[src/rtl/hazard_unit.sv]
// -----------------------------------------------------------------------------
// hazard_unit
//
// Hazard detection and forwarding control for a five-stage pipeline with a
// multi-cycle HI/LO (multiply/divide) unit.
//
// Decisions made here:
//   - stall        : freeze F/D and insert a bubble into E. Raised when a D-stage
//                    operand is produced too late by E or M, or when a HI/LO
//                    instruction reaches D while the unit is busy or starting.
//   - D_fwd_rs/rt  : D-stage operand source (00 RF, 01 E, 10 M, 11 W).
//   - E_fwd_rs/rt  : E-stage operand source (00 pipeline, 10 M, 01 W).
//   - md_busy      : the HI/LO unit is computing.
//   - stall_cnt    : saturating count of stalled cycles.
//
// Ports:
//   clk, reset                 clock, asynchronous active-high reset
//   D_a1, D_a2                 D-stage rs/rt addresses
//   D_tuse_rs, D_tuse_rt       cycles until operand needed (3 = unused)
//   D_md                       D-stage instruction uses HI/LO
//   E_a1, E_a2, E_a3           E-stage rs/rt/destination addresses
//   E_we, E_tnew               E-stage write enable, cycles until result ready
//   E_start, E_div             E-stage starts multiply (E_div=0) or divide
//   M_a3, M_we, M_tnew         M-stage producer
//   W_a3, W_we                 W-stage producer
//   stall, D_fwd_rs, D_fwd_rt, E_fwd_rs, E_fwd_rt, md_busy, stall_cnt  outputs
// -----------------------------------------------------------------------------
module hazard_unit #(
  parameter int MULT_CYCLES = 5,
  parameter int DIV_CYCLES  = 10,
  parameter int CNT_W       = 32
) (
  input  logic             clk,
  input  logic             reset,
  input  logic [4:0]       D_a1,
  input  logic [4:0]       D_a2,
  input  logic [1:0]       D_tuse_rs,
  input  logic [1:0]       D_tuse_rt,
  input  logic             D_md,
  input  logic [4:0]       E_a1,
  input  logic [4:0]       E_a2,
  input  logic [4:0]       E_a3,
  input  logic             E_we,
  input  logic [1:0]       E_tnew,
  input  logic             E_start,
  input  logic             E_div,
  input  logic [4:0]       M_a3,
  input  logic             M_we,
  input  logic [1:0]       M_tnew,
  input  logic [4:0]       W_a3,
  input  logic             W_we,
  output logic             stall,
  output logic [1:0]       D_fwd_rs,
  output logic [1:0]       D_fwd_rt,
  output logic [1:0]       E_fwd_rs,
  output logic [1:0]       E_fwd_rt,
  output logic             md_busy,
  output logic [CNT_W-1:0] stall_cnt
);

  localparam int MD_MAX = (MULT_CYCLES > DIV_CYCLES) ? MULT_CYCLES : DIV_CYCLES;
  localparam int MD_W   = $clog2(MD_MAX + 1);

  logic [MD_W-1:0] md_cnt;

  // Producer matches. Register 0 is hard-wired, so it never creates a
  // dependency and never forwards.
  logic d_rs_e, d_rs_m, d_rs_w;
  logic d_rt_e, d_rt_m, d_rt_w;
  logic e_rs_m, e_rs_w, e_rt_m, e_rt_w;

  assign d_rs_e = E_we && (E_a3 == D_a1) && (D_a1 != 5'd0);
  assign d_rs_m = M_we && (M_a3 == D_a1) && (D_a1 != 5'd0);
  assign d_rs_w = W_we && (W_a3 == D_a1) && (D_a1 != 5'd0);
  assign d_rt_e = E_we && (E_a3 == D_a2) && (D_a2 != 5'd0);
  assign d_rt_m = M_we && (M_a3 == D_a2) && (D_a2 != 5'd0);
  assign d_rt_w = W_we && (W_a3 == D_a2) && (D_a2 != 5'd0);
  assign e_rs_m = M_we && (M_a3 == E_a1) && (E_a1 != 5'd0);
  assign e_rs_w = W_we && (W_a3 == E_a1) && (E_a1 != 5'd0);
  assign e_rt_m = M_we && (M_a3 == E_a2) && (E_a2 != 5'd0);
  assign e_rt_w = W_we && (W_a3 == E_a2) && (E_a2 != 5'd0);

  // A stall is needed when the producer's result arrives later than the
  // consumer needs it. tuse=3 marks an unused operand.
  logic stall_rs, stall_rt, stall_md;

  assign stall_rs = (D_tuse_rs != 2'd3) &&
                    ((d_rs_e && (E_tnew > D_tuse_rs)) ||
                     (d_rs_m && (M_tnew > D_tuse_rs)));
  assign stall_rt = (D_tuse_rt != 2'd3) &&
                    ((d_rt_e && (E_tnew > D_tuse_rt)) ||
                     (d_rt_m && (M_tnew > D_tuse_rt)));
  // A start in E occupies the unit from the next edge on, so a HI/LO
  // consumer in D must already wait in that cycle.
  assign stall_md = D_md && (md_busy || E_start);
  assign stall    = stall_rs || stall_rt || stall_md;

  assign md_busy  = (md_cnt != '0);

  // Forward selects: the youngest ready producer wins.
  // NOTE: every output of a combinational block gets a default first so no
  // path leaves it unassigned and no latch is inferred.
  always_comb begin
    D_fwd_rs = 2'b00;
    D_fwd_rt = 2'b00;
    E_fwd_rs = 2'b00;
    E_fwd_rt = 2'b00;

    if (d_rs_e && (E_tnew == 2'd0))      D_fwd_rs = 2'b01;
    else if (d_rs_m && (M_tnew == 2'd0)) D_fwd_rs = 2'b10;
    else if (d_rs_w)                     D_fwd_rs = 2'b11;

    if (d_rt_e && (E_tnew == 2'd0))      D_fwd_rt = 2'b01;
    else if (d_rt_m && (M_tnew == 2'd0)) D_fwd_rt = 2'b10;
    else if (d_rt_w)                     D_fwd_rt = 2'b11;

    if (e_rs_m && (M_tnew == 2'd0))      E_fwd_rs = 2'b10;
    else if (e_rs_w)                     E_fwd_rs = 2'b01;

    if (e_rt_m && (M_tnew == 2'd0))      E_fwd_rt = 2'b10;
    else if (e_rt_w)                     E_fwd_rt = 2'b01;
  end

  // HI/LO busy counter. A start is accepted only when the unit is idle; a
  // start coinciding with the last busy cycle (md_cnt=1) is dropped.
  // NOTE: sequential state uses non-blocking assignments so every register
  // samples pre-edge values regardless of statement order.
  always_ff @(posedge clk or posedge reset) begin
    if (reset) begin
      md_cnt <= '0;
    end else if (E_start && !md_busy) begin
      md_cnt <= E_div ? MD_W'(DIV_CYCLES) : MD_W'(MULT_CYCLES);
    end else if (md_busy) begin
      md_cnt <= md_cnt - MD_W'(1);
    end
  end

  // Stall cycle counter, saturating at all-ones.
  always_ff @(posedge clk or posedge reset) begin
    if (reset) begin
      stall_cnt <= '0;
    end else if (stall && (stall_cnt != '1)) begin
      stall_cnt <= stall_cnt + CNT_W'(1);
    end
  end

endmodule

[config.mk]
export PLATFORM = sky130hd
export DESIGN_NAME = hazard_unit
export DESIGN_NICKNAME = d
export VERILOG_FILES = /design/src/rtl/hazard_unit.sv
export SDC_FILE = /design/constraint.sdc
export NUM_CORES = 1
export LEC_CHECK = 0
export BUFFER_PORTS_ARGS = -buffer_cell sky130_fd_sc_hd__buf_2
export CAP_MARGIN = 20
export CORE_UTILIZATION = 55
export DETAILED_ROUTE_END_ITERATION = 6
export PLACE_DENSITY = 0.86
export SLEW_MARGIN = 20
export SYNTH_ARGS = -nofsm -noshare
export SYNTH_HDL_FRONTEND = slang
export SYNTH_SLANG_ARGS = --single-unit
[constraint.sdc]
create_clock -name clk -period 6.5 [get_ports clk]
set_clock_uncertainty 0.1 [all_clocks]
set_input_delay 1.3 -clock clk [delete_from_list [all_inputs] [get_ports clk]]
set_output_delay 1.3 -clock clk [all_outputs]
set_load 0.1 [all_outputs]
==> flow_metrics.py, run 1 <==
metrics = {
    "global_routing": {
        "grt-ovfl-total": 0,
        "grtUsageTotal_pct": 26.3,
        "grt_max_degree": 37,
        "grt_pass1_vias": 2557,
        "antenna_found_initial": 0,
        "grt_first_pass_wirelength_um": 11100,
    },
    "cells_and_area": {
        "nNetsFinal": 459,
        "design_area_mm2": 0.00350,
        "syn2layout_area_growth_pct": 22.3,
        "final_cells": 465,
        "final_cell_mix": "92 x buf_2, 45 x xnor2_1, 36 x dfrtp_1, 27 x xor2_1, 23 x nand4_1",
        "utilization_pct": 71.8,
        "drive_above_1_share_pct": 31.4,
        "final_common_cell": "buf_2",
        "antenna_cells": 0,
    },
    "setup_path": {
        "cpLargestDelayFamily": "buffers and inverters",
        "critPathMaxFanout": 17,
        "worstPathRequired_ns": 5.10,
        "start_kind": "input port",
        "path_buf_inv": 4,
        "max_stage_delay_ns": 0.49,
        "crit_arrival_ns": 3.74,
        "cpMostUsedCell": "buf_2",
        "path_class": "in -> out",
        "path_cells": "buf_2 > inv_1 > ha_1 > a22oi_1 > o211ai_1 > or4_1 > and4b_1 > inv_2 > buf_2",
        "endpoint_kind": "output port",
        "slowest_stage": "buf_2",
    },
    "power_and_ir_drop": {
        "p_leak_uw": 0.00158,
        "power.density_mw_per_mm2": 278,
        "irDropWorstVdd_mv": 0.209,
    },
    "logic_synthesis": {
        "synth-seq-cells": 36,
        "synth_top_area_share_pct": 31.5,
        "synth.avg_cell_area_um2": 9.24,
        "syn_nets": 372,
        "synth_cell_type_count": 47,
        "yosysWarnings": 0,
        "synthTopCellsByArea": "dfrtp_1 31%, xnor2_1 14%, xor2_1 8.3%",
        "yosysSeqAreaShare_pct": 31.5,
        "async_flop_share_pct": 100,
        "synth_top_area_cell": "dfrtp_1",
        "synth_cells": 310,
        "synth_edf_count": 0,
        "ys.flop_type": "dfrtp_1",
        "syn-cell-area_mm2": 0.00286,
    },
    "routing": {
        "first_pass_iters": 4,
        "drt_iter0_drc": 178,
        "route.detailed.drc": 0,
        "wl_um": 6830,
        "viasPerCell": 5.68,
        "dr_total_vias": 2640,
        "ant_nets": 0,
        "wl_per_cell_um": 14.7,
    },
    "placement": {
        "port_buffers": 92,
        "place.gp.congestion": 0.970,
        "place_area_mm2": 0.00339,
        "dp.cells": 457,
        "dpl.hpwl_um": 5400,
    },
    "timing": {
        "setup_violations": 0,
        "hold_violations": 0,
        "fin_tns_setup_ns": 0,
        "slew_headroom_pct": 50.0,
        "fin_crit_sh_pct": 79.1,
        "rsz0062_at_grt": "false",
        "fmax_mhz": 195,
        "period_needed_ns": 5.14,
        "worstMarginPinSlew_ns": 0.750,
        "drv_slew": 0,
    },
    "job": {
        "max-cap-violations": 0,
    },
    "floorplan": {
        "dieArea_mm2": 0.00550,
        "row_count": 25,
        "die_w_um": 74.2,
        "core-area_mm2": 0.00488,
        "die_h_um": 74.2,
        "io_pins": 93,
        "start_util_pct": 58.7,
    },
    "min_path": {
        "hold_path_class": "reg -> reg",
    },
    "clock_tree": {
        "htree_levels": 2,
        "clockBufferDepth": 2,
        "clkSlewWorstSetupHoldPaths_ns": 0.07,
        "post_cts_buffers": 0,
        "hold_buffers": 0,
        "worstSkewPairLatency_ns": 0.29,
        "numCtsBuffers": 5,
        "cts.sink_count": 36,
        "cts_resized": 0,
        "cts_tree": "built",
        "cts-root-buf": "clkbuf_8",
    },
    "outcome": {
        "status": "complete, no violations",
    },
}
## through the flow
stage,power (uW),worst slack [ns],hold slack [ns]
floorplan,689,1.10,0.383
global placement,772,1.48,0.373
detailed placement,783,1.42,0.373
CTS,976,1.39,0.384
global route,1020,1.26,0.403
finish,972,1.36,0.386
## synth_stat cells, drive strengths merged, types with 3 or more instances
cell and count:
buf 6, nor4b 3, a21oi 4, nand2b 3, or4 9, clkbuf 7
nand2 18, and4 3, or2 3, o211ai 3, dfrtp 36, xor2 27
nand4 23, nor2b 3, ha 11, and3 3, nor2 11, inv 14
nor3 14, nor4 12, xnor2 51, or3 3, o21ai 4, nand3 18
## layer usage
metal	vias to the layer above	part of all wire (%)	global-route usage [%]
met3	14	3.7	4.88
met4	0	1.9	10.5
met2	89	50	45.7
met5	-	0	0
met1	1249	45	32.0
li1	1288	-	-
## kinds of logic (layout without fill, tap and decap cells)
kind of cell / Yosys count / in the layout / synth area share, %
AND/OR/NAND/NOR: 132 / 132 / 27.5
XOR/XNOR: 78 / 78 / 25.4
flip-flops: 36 / 36 / 31.5
buffers and inverters: 27 / 115 / 4.33
AO/OA/AOI/OAI: 25 / 25 / 6.07
adder cells (fa/ha/maj): 11 / 11 / 4.81
multiplexers: 1 / 1 / 0.393
## registers in the layout, indices dropped and copies added (netlist names)
signal     count
md_cnt         4
stall_cnt     32
## power breakdown
group,internal [uW],switching [uW]
logic,114,351
clock network,113,79.6
registers,267,47.8
## final timing paths
kind                                from             to  slack (ns)  cells after the start
setup / recovery            D_tuse_rs[1]          stall        1.36                      9
hold / removal             stall_cnt[11]  stall_cnt[11]        0.39                      1
setup reg to reg               md_cnt[0]  stall_cnt[24]        3.41                      9
hold reg to reg            stall_cnt[11]  stall_cnt[11]        0.39                      1
max in group asynchronous          reset      md_cnt[0]        4.98                      3
min in group asynchronous          reset  stall_cnt[10]        1.01                      3
## cell type report
class | count | area (um2)
clock inverters | 3 | 42.5
multi-input cells | 247 | 1890
clock buffers | 5 | 68.8
inverters | 14 | 52.6
well taps | 67 | 83.8
repair buffers | 93 | 468
fillers | 388 | 1380
flip-flops and latches | 36 | 901
(Power assumes the default switching activity.)
==> run 2, diff against run 1 <==
--- a/config.mk
+++ b/config.mk
@@ -5,11 +5,12 @@
 export SDC_FILE = /design/constraint.sdc
 export NUM_CORES = 1
 export LEC_CHECK = 0
+export ABC_AREA = 1
 export BUFFER_PORTS_ARGS = -buffer_cell sky130_fd_sc_hd__buf_2
 export CAP_MARGIN = 20
-export CORE_UTILIZATION = 55
+export CORE_UTILIZATION = 49
 export DETAILED_ROUTE_END_ITERATION = 6
-export PLACE_DENSITY = 0.86
+export PLACE_DENSITY = 0.78
 export SLEW_MARGIN = 20
 export SYNTH_ARGS = -nofsm -noshare
 export SYNTH_HDL_FRONTEND = slang
==> constraint.sdc (replaced) <==
create_clock -name clk -period 4.6 [get_ports clk]
set_clock_uncertainty 0.1 [all_clocks]
set_input_delay 0.92 -clock clk [delete_from_list [all_inputs] [get_ports clk]]
set_output_delay 0.92 -clock clk [all_outputs]
set_load 0.1 [all_outputs]
==> run 2 against run 1 <==
Clock power up 10%. Non-clock buffer count up 1. Sequential power up 26%. Cell count increased by 60%. Wire length is 36% higher. Die area is 40% higher. Global-route usage is 0.94 points lower. Largest power group unchanged.
==> flow_metrics.py, run 2 <==
metrics = {
    "outcome": {
        "status": "complete, no violations",
    },
    "clock_tree": {
        "clockBufferDepth": 2,
        "cts.sink_count": 36,
        "post_cts_buffers": 0,
        "numCtsBuffers": 5,
        "cts_resized": 0,
        "hold_buffers": 0,
        "cts-root-buf": "clkbuf_8",
        "htree_levels": 2,
        "worstSkewPairLatency_ns": 0.29,
        "cts_tree": "built",
        "clkSlewWorstSetupHoldPaths_ns": 0.07,
    },
    "logic_synthesis": {
        "synth.avg_cell_area_um2": 6.50,
        "synth_top_area_cell": "dfrtp_1",
        "synth_top_area_share_pct": 25.0,
        "synthTopCellsByArea": "dfrtp_1 25%, nand2_1 20%, inv_1 8.5%",
        "syn_nets": 616,
        "synth_top_family_by_area": "simple AND/OR/NAND/NOR gates",
        "yosysSeqAreaShare_pct": 25.0,
        "ys.flop_type": "dfrtp_1",
        "synthXorXnorAreaFrac_pct": 7.78,
        "synth_cell_type_count": 38,
        "synth_compound_area_share_pct": 5.63,
        "syn-cell-area_mm2": 0.00360,
        "yosysMostFrequentCell": "nand2_1",
        "async_flop_share_pct": 100,
        "netlist_top_cells_count": "191 x nand2_1, 82 x inv_1, 48 x nand3_1",
        "synth_cells": 554,
        "synth-seq-cells": 36,
        "yosysWarnings": 0,
        "synthAdderAreaFrac_pct": 3.82,
        "synth-simple-area-share_pct": 45.2,
        "synthMuxAreaShare_pct": 0,
        "synth_edf_count": 0,
    },
    "setup_path": {
        "r2r-start": "md_cnt[0]",
        "cpLargestDelayFamily": "buffers and inverters",
        "path_cells": "buf_2 > nor3_1 > o211a_1 > o2111ai_1 > nor3_2 > buf_2",
        "critPathMaxFanout": 4,
        "max_stage_delay_ns": 0.46,
        "slowest_stage": "buf_2",
        "cpMostUsedCell": "buf_2",
        "reg2reg_depth": 9,
        "ff2ff_setup_slack_ns": 2.16,
        "rr_endpoint": "stall_cnt[12]",
        "crit_arrival_ns": 2.37,
        "endpoint_kind": "output port",
        "path_class": "in -> out",
        "start_kind": "input port",
        "worstPathRequired_ns": 3.58,
        "path_buf_inv": 2,
    },
    "timing": {
        "fmax_mhz": 295,
        "rsz0062_at_grt": "false",
        "fin_crit_sh_pct": 73.8,
        "fin_tns_setup_ns": 0,
        "slew_headroom_pct": 62.8,
        "hold_violations": 0,
        "period_needed_ns": 3.39,
        "setup_violations": 0,
        "worstMarginPinSlew_ns": 0.552,
        "drv_slew": 0,
    },
    "floorplan": {
        "die_h_um": 87.8,
        "die_w_um": 87.8,
        "row_count": 30,
        "dieArea_mm2": 0.00770,
        "core-area_mm2": 0.00694,
        "io_pins": 93,
        "start_util_pct": 51.9,
    },
    "cells_and_area": {
        "largest-register": "stall_cnt",
        "largest_register_ffs": 32,
        "multiInputGateArea_mm2": 0.00226,
        "nNetsFinal": 709,
        "utilization_pct": 60.2,
        "final_common_cell": "nand2_1",
        "syn2layout_area_growth_pct": 16.0,
        "final_cell_mix": "191 x nand2_1, 92 x buf_2, 82 x inv_1, 48 x nand3_1, 36 x dfrtp_1",
        "fillers": 666,
        "top_regs": "stall_cnt: 32 flops, md_cnt: 4 flops",
        "design_area_mm2": 0.00418,
        "final-seq-area_um2": 901,
        "drive_above_1_share_pct": 23.8,
        "antenna_cells": 0,
    },
    "routing": {
        "first_pass_iters": 5,
        "viasPerCell": 5.14,
        "route.detailed.drc": 0,
        "ant_nets": 0,
        "dr_total_vias": 3816,
        "wl_per_cell_um": 12.5,
        "wl_um": 9280,
        "drt_iter0_drc": 297,
    },
    "placement": {
        "place.gp.congestion": 0.929,
        "port_buffers": 92,
        "dpl.hpwl_um": 7340,
        "place_area_mm2": 0.00410,
    },
    "global_routing": {
        "grt-ovfl-total": 0,
        "grt_pass1_vias": 3471,
        "grtUsageTotal_pct": 25.3,
        "grt_first_pass_wirelength_um": 15500,
        "grt_max_degree": 48,
        "antenna_found_initial": 0,
    },
    "power_and_ir_drop": {
        "totalPowerFinal_uw": 1120,
        "p_leak_uw": 0.00234,
        "irDropWorstVdd_mv": 0.358,
        "power.density_mw_per_mm2": 269,
    },
    "min_path": {
        "holdCritStartpoint": "md_cnt[0]",
        "hold_depth": 1,
        "hold_path_class": "reg -> reg",
        "min_to": "md_cnt[0]",
    },
    "job": {
        "max-cap-violations": 0,
    },
}
-- run 2: cell types whose count changed in the layout (fill, tap and decap cells not counted), moves of 6 or more --
| cell | change |
|---|---|
| nand2_1 | +173 |
| inv_1 | +69 |
| xnor2_1 | -31 |
| nand3_1 | +30 |
| nor2_1 | +24 |
| nand3_2 | +12 |
| nand4_1 | -12 |
| a21oi_1 | +9 |
| inv_2 | +9 |
| nor2_2 | +9 |
| xor2_1 | -9 |
| xnor2_2 | -6 |
-- run 2: report_power, final --
group / internal (uW) / switching [uW] / leakage (uW)
sequential: 356 / 40.1 / 0.000488
clock: 103 / 110 / 0.0000410
combinational: 133 / 383 / 0.00181
-- run 2: metrics by stage --
stage	cells	hold slack, ns	setup WS, ns
floorplan	554	0.370	0.0700
global placement	736	0.397	1.28
detailed placement	736	0.402	1.24
CTS	743	0.419	1.23
global route	743	0.434	1.15
finish	743	0.416	1.21
-- run 2: layout make-up --
class	instances	share of cell area (%)
tap	96	2.87
clock inverter	1	0.120
clock buffer	6	1.74
multi-input combinational	417	54.0
inverter	93	8.35
timing repair buffer	94	11.4
sequential	36	21.5
-- run 2: worst max-delay path by stage --
| stage | startpoint | endpoint | slack (ns) | depth (start not counted) |
|---|---|---|---|---|
| after floorplan | M_tnew[1] | E_fwd_rs[0] | 0.07 | 5 |
| after global placement | M_tnew[1] | E_fwd_rs[1] | 1.28 | 6 |
| after detailed placement | M_tnew[1] | E_fwd_rs[1] | 1.24 | 6 |
| after CTS | M_tnew[1] | E_fwd_rs[1] | 1.23 | 6 |
| after global routing | D_a1[3] | stall | 1.15 | 10 |
| final | M_tnew[1] | E_fwd_rs[1] | 1.21 | 6 |
-- run 2: logic make-up (layout without fill, tap and decap cells) --
kind of cell	Yosys count	in the layout
AND/OR/NAND/NOR	342	342
flip-flops	36	36
adder cells (fa/ha/maj)	11	11
AO/OA/AOI/OAI	32	32
XOR/XNOR	32	32
buffers and inverters	101	194
-- run 2: routing by layer --
layer	track usage, %	wire length, um	vias up
met3	3.77	691	18
met4	6.86	165	0
li1	-	-	1926
met2	43.5	4390	149
met1	33.2	4040	1723
met5	0	0	-
